==> config.mk <==
export PLATFORM = sky130hd
export DESIGN_NAME = bit_serializer
export DESIGN_NICKNAME = d
export VERILOG_FILES = /design/src/rtl/serial_pkg.sv /design/src/rtl/bit_serializer_hold_reg.sv /design/src/rtl/bit_serializer.sv
export SDC_FILE = /design/constraint.sdc
export NUM_CORES = 1
export LEC_CHECK = 0
export CORE_ASPECT_RATIO = 2
export CORE_MARGIN = 5
export CORE_UTILIZATION = 25
export CTS_CLUSTER_SIZE = 14
export DETAILED_ROUTE_END_ITERATION = 10
export SETUP_SLACK_MARGIN = 0.02
export SYNTH_ARGS = -nofsm -noshare
export SYNTH_HDL_FRONTEND = slang
export SYNTH_SLANG_ARGS = --single-unit
==> constraint.sdc <==
create_clock -name clk -period 1.5 [get_ports clk]
set_input_delay 0.45 -clock clk [delete_from_list [all_inputs] [get_ports clk]]
set_output_delay 0.45 -clock clk [all_outputs]
set_load 0.02 [all_outputs]
==> src/rtl/serial_pkg.sv <==
// Shared definitions for the serializer and the bit-stream sequence detectors.
package serial_pkg;

  typedef enum logic {
    IDLE  = 1'b0,
    SHIFT = 1'b1
  } ser_state_t;

  localparam int DEF_WIDTH = 8;

  // Detector output levels, kept here so every detector agrees on polarity.
  localparam logic found    = 1'b1;
  localparam logic notfound = 1'b0;

endpackage

==> src/rtl/bit_serializer_hold_reg.sv <==
// One-word holding register that lets the next word wait while the current
// word is still being shifted out.
module bit_serializer_hold_reg
  import serial_pkg::*;
#(
  parameter int WIDTH = DEF_WIDTH
) (
  input  logic             clk,
  input  logic             reset,
  input  logic             load,
  input  logic             drain,
  input  logic [WIDTH-1:0] data_in,
  output logic [WIDTH-1:0] pend,
  output logic             pend_full
);

  // A load always wins over a drain so a refill on the drain edge stays full.
  always_ff @(posedge clk or negedge reset) begin
    if (!reset) begin
      pend      <= '0;
      pend_full <= 1'b0;
    end else if (load) begin
      pend      <= data_in;
      pend_full <= 1'b1;
    end else if (drain) begin
      pend_full <= 1'b0;
    end
  end

endmodule

==> src/rtl/bit_serializer.sv <==
// Parallel-to-serial front end: accepts WIDTH-bit words over valid/ready and
// emits one bit per unheld cycle on x_out for the sequence detectors.
module bit_serializer
  import serial_pkg::*;
#(
  parameter int WIDTH     = DEF_WIDTH,
  parameter bit MSB_FIRST = 1'b1
) (
  input  logic             clk,
  input  logic             reset,
  input  logic [WIDTH-1:0] data_in,
  input  logic             load_valid,
  output logic             load_ready,
  input  logic             hold,
  output logic             x_out,
  output logic             bit_valid,
  output logic             last_bit
);

  localparam int CW = $clog2(WIDTH);
  localparam logic [CW-1:0] LAST_CNT = CW'(WIDTH - 1);

  ser_state_t       state;
  ser_state_t       next_state;
  logic [WIDTH-1:0] sreg;
  logic [WIDTH-1:0] sreg_shifted;
  logic [CW-1:0]    cnt;
  logic [WIDTH-1:0] pend;
  logic             pend_full;
  logic             accept;
  logic             load_direct;
  logic             load_pend;
  logic             drain;
  logic             shift_en;
  logic             at_last;
  logic             x_bit;

  // Ready depends only on the holding flag, never on hold or the drain edge.
  assign load_ready = !pend_full;
  assign accept     = load_valid && load_ready;
  assign load_pend  = accept && !load_direct;
  assign at_last    = (cnt == LAST_CNT);

  // The outgoing bit always sits at one end of sreg; shifting moves the next one in.
  assign x_bit        = MSB_FIRST ? sreg[WIDTH-1] : sreg[0];
  assign sreg_shifted = MSB_FIRST ? {sreg[WIDTH-2:0], 1'b0} : {1'b0, sreg[WIDTH-1:1]};

  bit_serializer_hold_reg #(
    .WIDTH(WIDTH)
  ) u_hold_reg (
    .clk      (clk),
    .reset    (reset),
    .load     (load_pend),
    .drain    (drain),
    .data_in  (data_in),
    .pend     (pend),
    .pend_full(pend_full)
  );

  // State register.
  always_ff @(posedge clk or negedge reset) begin
    if (!reset) begin
      state <= IDLE;
    end else begin
      state <= next_state;
    end
  end

  // Next state, word routing and serial outputs from registered state and hold.
  always_comb begin
    next_state  = state;
    bit_valid   = 1'b0;
    x_out       = 1'b0;
    last_bit    = 1'b0;
    shift_en    = 1'b0;
    load_direct = 1'b0;
    drain       = 1'b0;
    case (state)
      IDLE: begin
        if (accept && !pend_full) begin
          load_direct = 1'b1;
          next_state  = SHIFT;
        end
      end
      SHIFT: begin
        if (!hold) begin
          bit_valid = 1'b1;
          x_out     = x_bit;
          shift_en  = 1'b1;
          if (at_last) begin
            last_bit = 1'b1;
            if (pend_full) begin
              drain = 1'b1;
            end else if (accept) begin
              load_direct = 1'b1;
            end else begin
              next_state = IDLE;
            end
          end
        end
      end
      default: next_state = IDLE;
    endcase
  end

  // Shift register and bit counter; a fresh word restarts the count at zero.
  always_ff @(posedge clk or negedge reset) begin
    if (!reset) begin
      sreg <= '0;
      cnt  <= '0;
    end else if (load_direct) begin
      sreg <= data_in;
      cnt  <= '0;
    end else if (drain) begin
      sreg <= pend;
      cnt  <= '0;
    end else if (shift_en) begin
      sreg <= sreg_shifted;
      cnt  <= at_last ? '0 : cnt + 1'b1;
    end
  end

endmodule

==> impl_metrics.ini <==
[detailed_routing]
vias = 941
drc_errors = 0
ant_nets = 0
via_per_inst = 5.032
wl_per_cell_um = 16.65
drt-pass1-iter-count = 4
drt-initial-drc-count = 16
wl_um = 3114

[worst_setup_path]
critical_path_class = reg2out
critPathTopFamily = flip-flops
cp-startpoint = cnt[1]$_DFFE_PN0P_
start_kind = flip-flop
cp.arrival_ps = 1280
critPathMaxFanout = 2
slowest_stage = dfrtp_1
path_buf_inv = 1
path_cells = ha_2 > ha_4 > and2_4 > buf_6
end_kind = output port
r2r_start = cnt[1]$_DFFE_PN0P_
slowest_delay_ps = 390
cp.required_ps = 1050

[cells_and_area]
antenna_cells = 0
fin_nets = 150
most-common-layout-cells = dfrtp_1, buf_4, clkdlybuf4s50_1
fill_cells = 425
final_common_cell = dfrtp_1
layout-drive-gt1-share = 0.4889
area_growth_pct = 48.24

[pwr]
power.switching_uw = 878.1
p_clk_frac = 0.147
report.power.total_mw = 2.505
p_per_area_mw_per_mm2 = 1589
p_int_mw = 1.627
share_seq_of_total_power = 0.396
p_sw_frac = 0.3506
ir_worst_vdd_mv = 0.6554
pwr-share-comb = 0.457
p_leak_nw = 0.6789

[cts]
path_clk_slew_ps = 80
clock_latency_ps = 260
root_buffer = clkbuf_8
clock_path_buffers = 2
hold_buffers = 0
tritoncts = yes
numCtsBuffers = 3
cts_htree_levels = 1
clock_sinks = 21

[worst_hold_path]
min_from = u_hold_reg.pend[2]$_DFFE_PN0P_
hp-class = reg2reg

[timing]
period_minus_slack_ps = 1727
maxSlewViolCount = 0
fin_ws_ps = -227.0
max_slew_margin = 0.7983
finalHoldWorstSlack_ps = 511.4
fin_crit_sh = 1.151
fin_tns_setup_ps = -3031
finalSetupViolCount = 21
hold_viol = 0
rsz0062_at_grt = yes
clock-skew-final_ps = 4.182
clock.fmax_mhz = 579.0
tightest_slew_ps = 301.2

[placed_design]
io_buffers = 15
gp_congestion = 0.7981
hpwl_um = 2209

[synth]
yosys_warnings = 0
syn-instance-count = 99
synth.distinct_cells = 27
ys_seq_area_frac = 0.4941
synth.avg_cell_area_um2 = 10.74
ys_ff_latch = 21
synth_nets = 113
synth_area_mm2 = 0.001064

[floorplanning]
io_pins = 16
dieWidth_um = 56.12
num_rows = 33
dieArea_mm2 = 0.005738
chipHeight_um = 102.2
initial_core_util = 0.2576
core_area_mm2 = 0.004129

[grt]
grt_usage = 0.1145
grt_overflow_total = 0
antenna_found_initial = 0
grt_max_degree = 22
grt_pass1_wl_um = 5092
grt_pass1_vias = 1055

[flow_run]
max-cap-violations = 0

[outcome]
status = complete, but fails checks
violations = negative setup slack
## repair_timing
item                                    in CTS  in global routing
hold endpoints to repair                     0                  0
gates resized for setup                     43                  4
buffers inserted                             4                  2
endpoints found under the setup margin      23                 23
pin swaps                                    5                  0
gates cloned                                 1                  0
## sequential cells by signal, indices dropped and copies added (netlist names)
| name | cells |
|---|---|
| cnt | 3 |
| u_hold_reg.pend_full | 1 |
| sreg | 8 |
| u_hold_reg.pend | 8 |
| state | 1 |
## logic make-up (layout without fill, tap and decap cells)
family	after synthesis	count (layout)	share of synthesized area
AO/OA/AOI/OAI	28	28	0.1941
flip-flops	21	21	0.4941
multiplexers	9	9	0.09882
adder cells (fa/ha/maj)	2	2	0.02353
AND/OR/NAND/NOR	31	32	0.1529
buffers and inverters	8	43	0.03647
## final cells by class
class	count	area, µm²	share of cell area
Clock buffer	4	45.04	0.02857
Inverter	3	16.27	0.01032
Multi-Input combinational cell	71	619.3	0.3929
Sequential cell	21	525.5	0.3333
Tap cell	52	65.06	0.04127
Timing Repair Buffer	36	305.3	0.1937
## stage by stage
step / util / setup WS [ps] / instance area (µm²) / std cells
final: 0.3818 / -227.0 / 1577 / 187
after global routing: 0.3818 / -270.5 / 1577 / 187
after CTS: 0.3758 / -234.9 / 1551 / 185
after detailed placement: 0.3352 / -957.0 / 1384 / 176
after global placement: 0.3352 / -944.8 / 1384 / 176
after floorplan: - / 26.51 / 1092 / 99
## layer usage
layer,vias up,track usage,share of wire
li1,442,-,-
met3,6,0.01391,0.026
met4,0,0.06581,0.020
met2,24,0.2299,0.61
met1,469,0.1076,0.34
met5,-,0,0
## power groups by stage
| stage | Clock, mW | Combinational [mW] | Sequential [mW] |
|---|---|---|---|
| finish | 0.369 | 1.14 | 0.992 |
| floorplan | 0 | 0.627 | 0.953 |
| global placement | 0 | 0.941 | 0.971 |
| detailed placement | 0 | 0.982 | 0.989 |
| CTS | 0.386 | 1.11 | 0.981 |
| global route | 0.401 | 1.24 | 1.02 |
## synth_stat cells
library cell,n,share of area
o31ai_1,6,0.042
o21ai_0,2,0.0094
nor3_1,1,0.0047
inv_2,1,0.0035
and3_1,6,0.035
a21oi_1,3,0.014
a211oi_1,6,0.042
a21o_2,1,0.0082
a221o_1,2,0.019
buf_4,1,0.0071
dfrtp_1,21,0.49
or2_2,1,0.0059
ha_1,2,0.024
nand2_1,5,0.018
nand2b_1,3,0.018
a21oi_2,1,0.0082
nor2b_1,2,0.012
and2_1,2,0.012
mux2_2,8,0.085
nand3_2,1,0.0094
inv_1,2,0.0071
nor2_1,7,0.025
a311oi_1,1,0.0082
o211ai_1,6,0.042
buf_2,4,0.019
nand3_1,3,0.014
mux2_4,1,0.014
## final timing paths
kind,end,depth (start not counted),slack [ps]
max,last_bit,4,-230
min,u_hold_reg.pend[2]$_DFFE_PN0P_,1,510
max reg2reg,sreg[0]$_DFFE_PN0P_,7,-210
min reg2reg,u_hold_reg.pend[2]$_DFFE_PN0P_,1,510
max in group asynchronous,sreg[7]$_DFFE_PN0P_,2,750
min in group asynchronous,u_hold_reg.pend[0]$_DFFE_PN0P_,2,530
No activity file was read; power rests on OpenSTA's default activity.
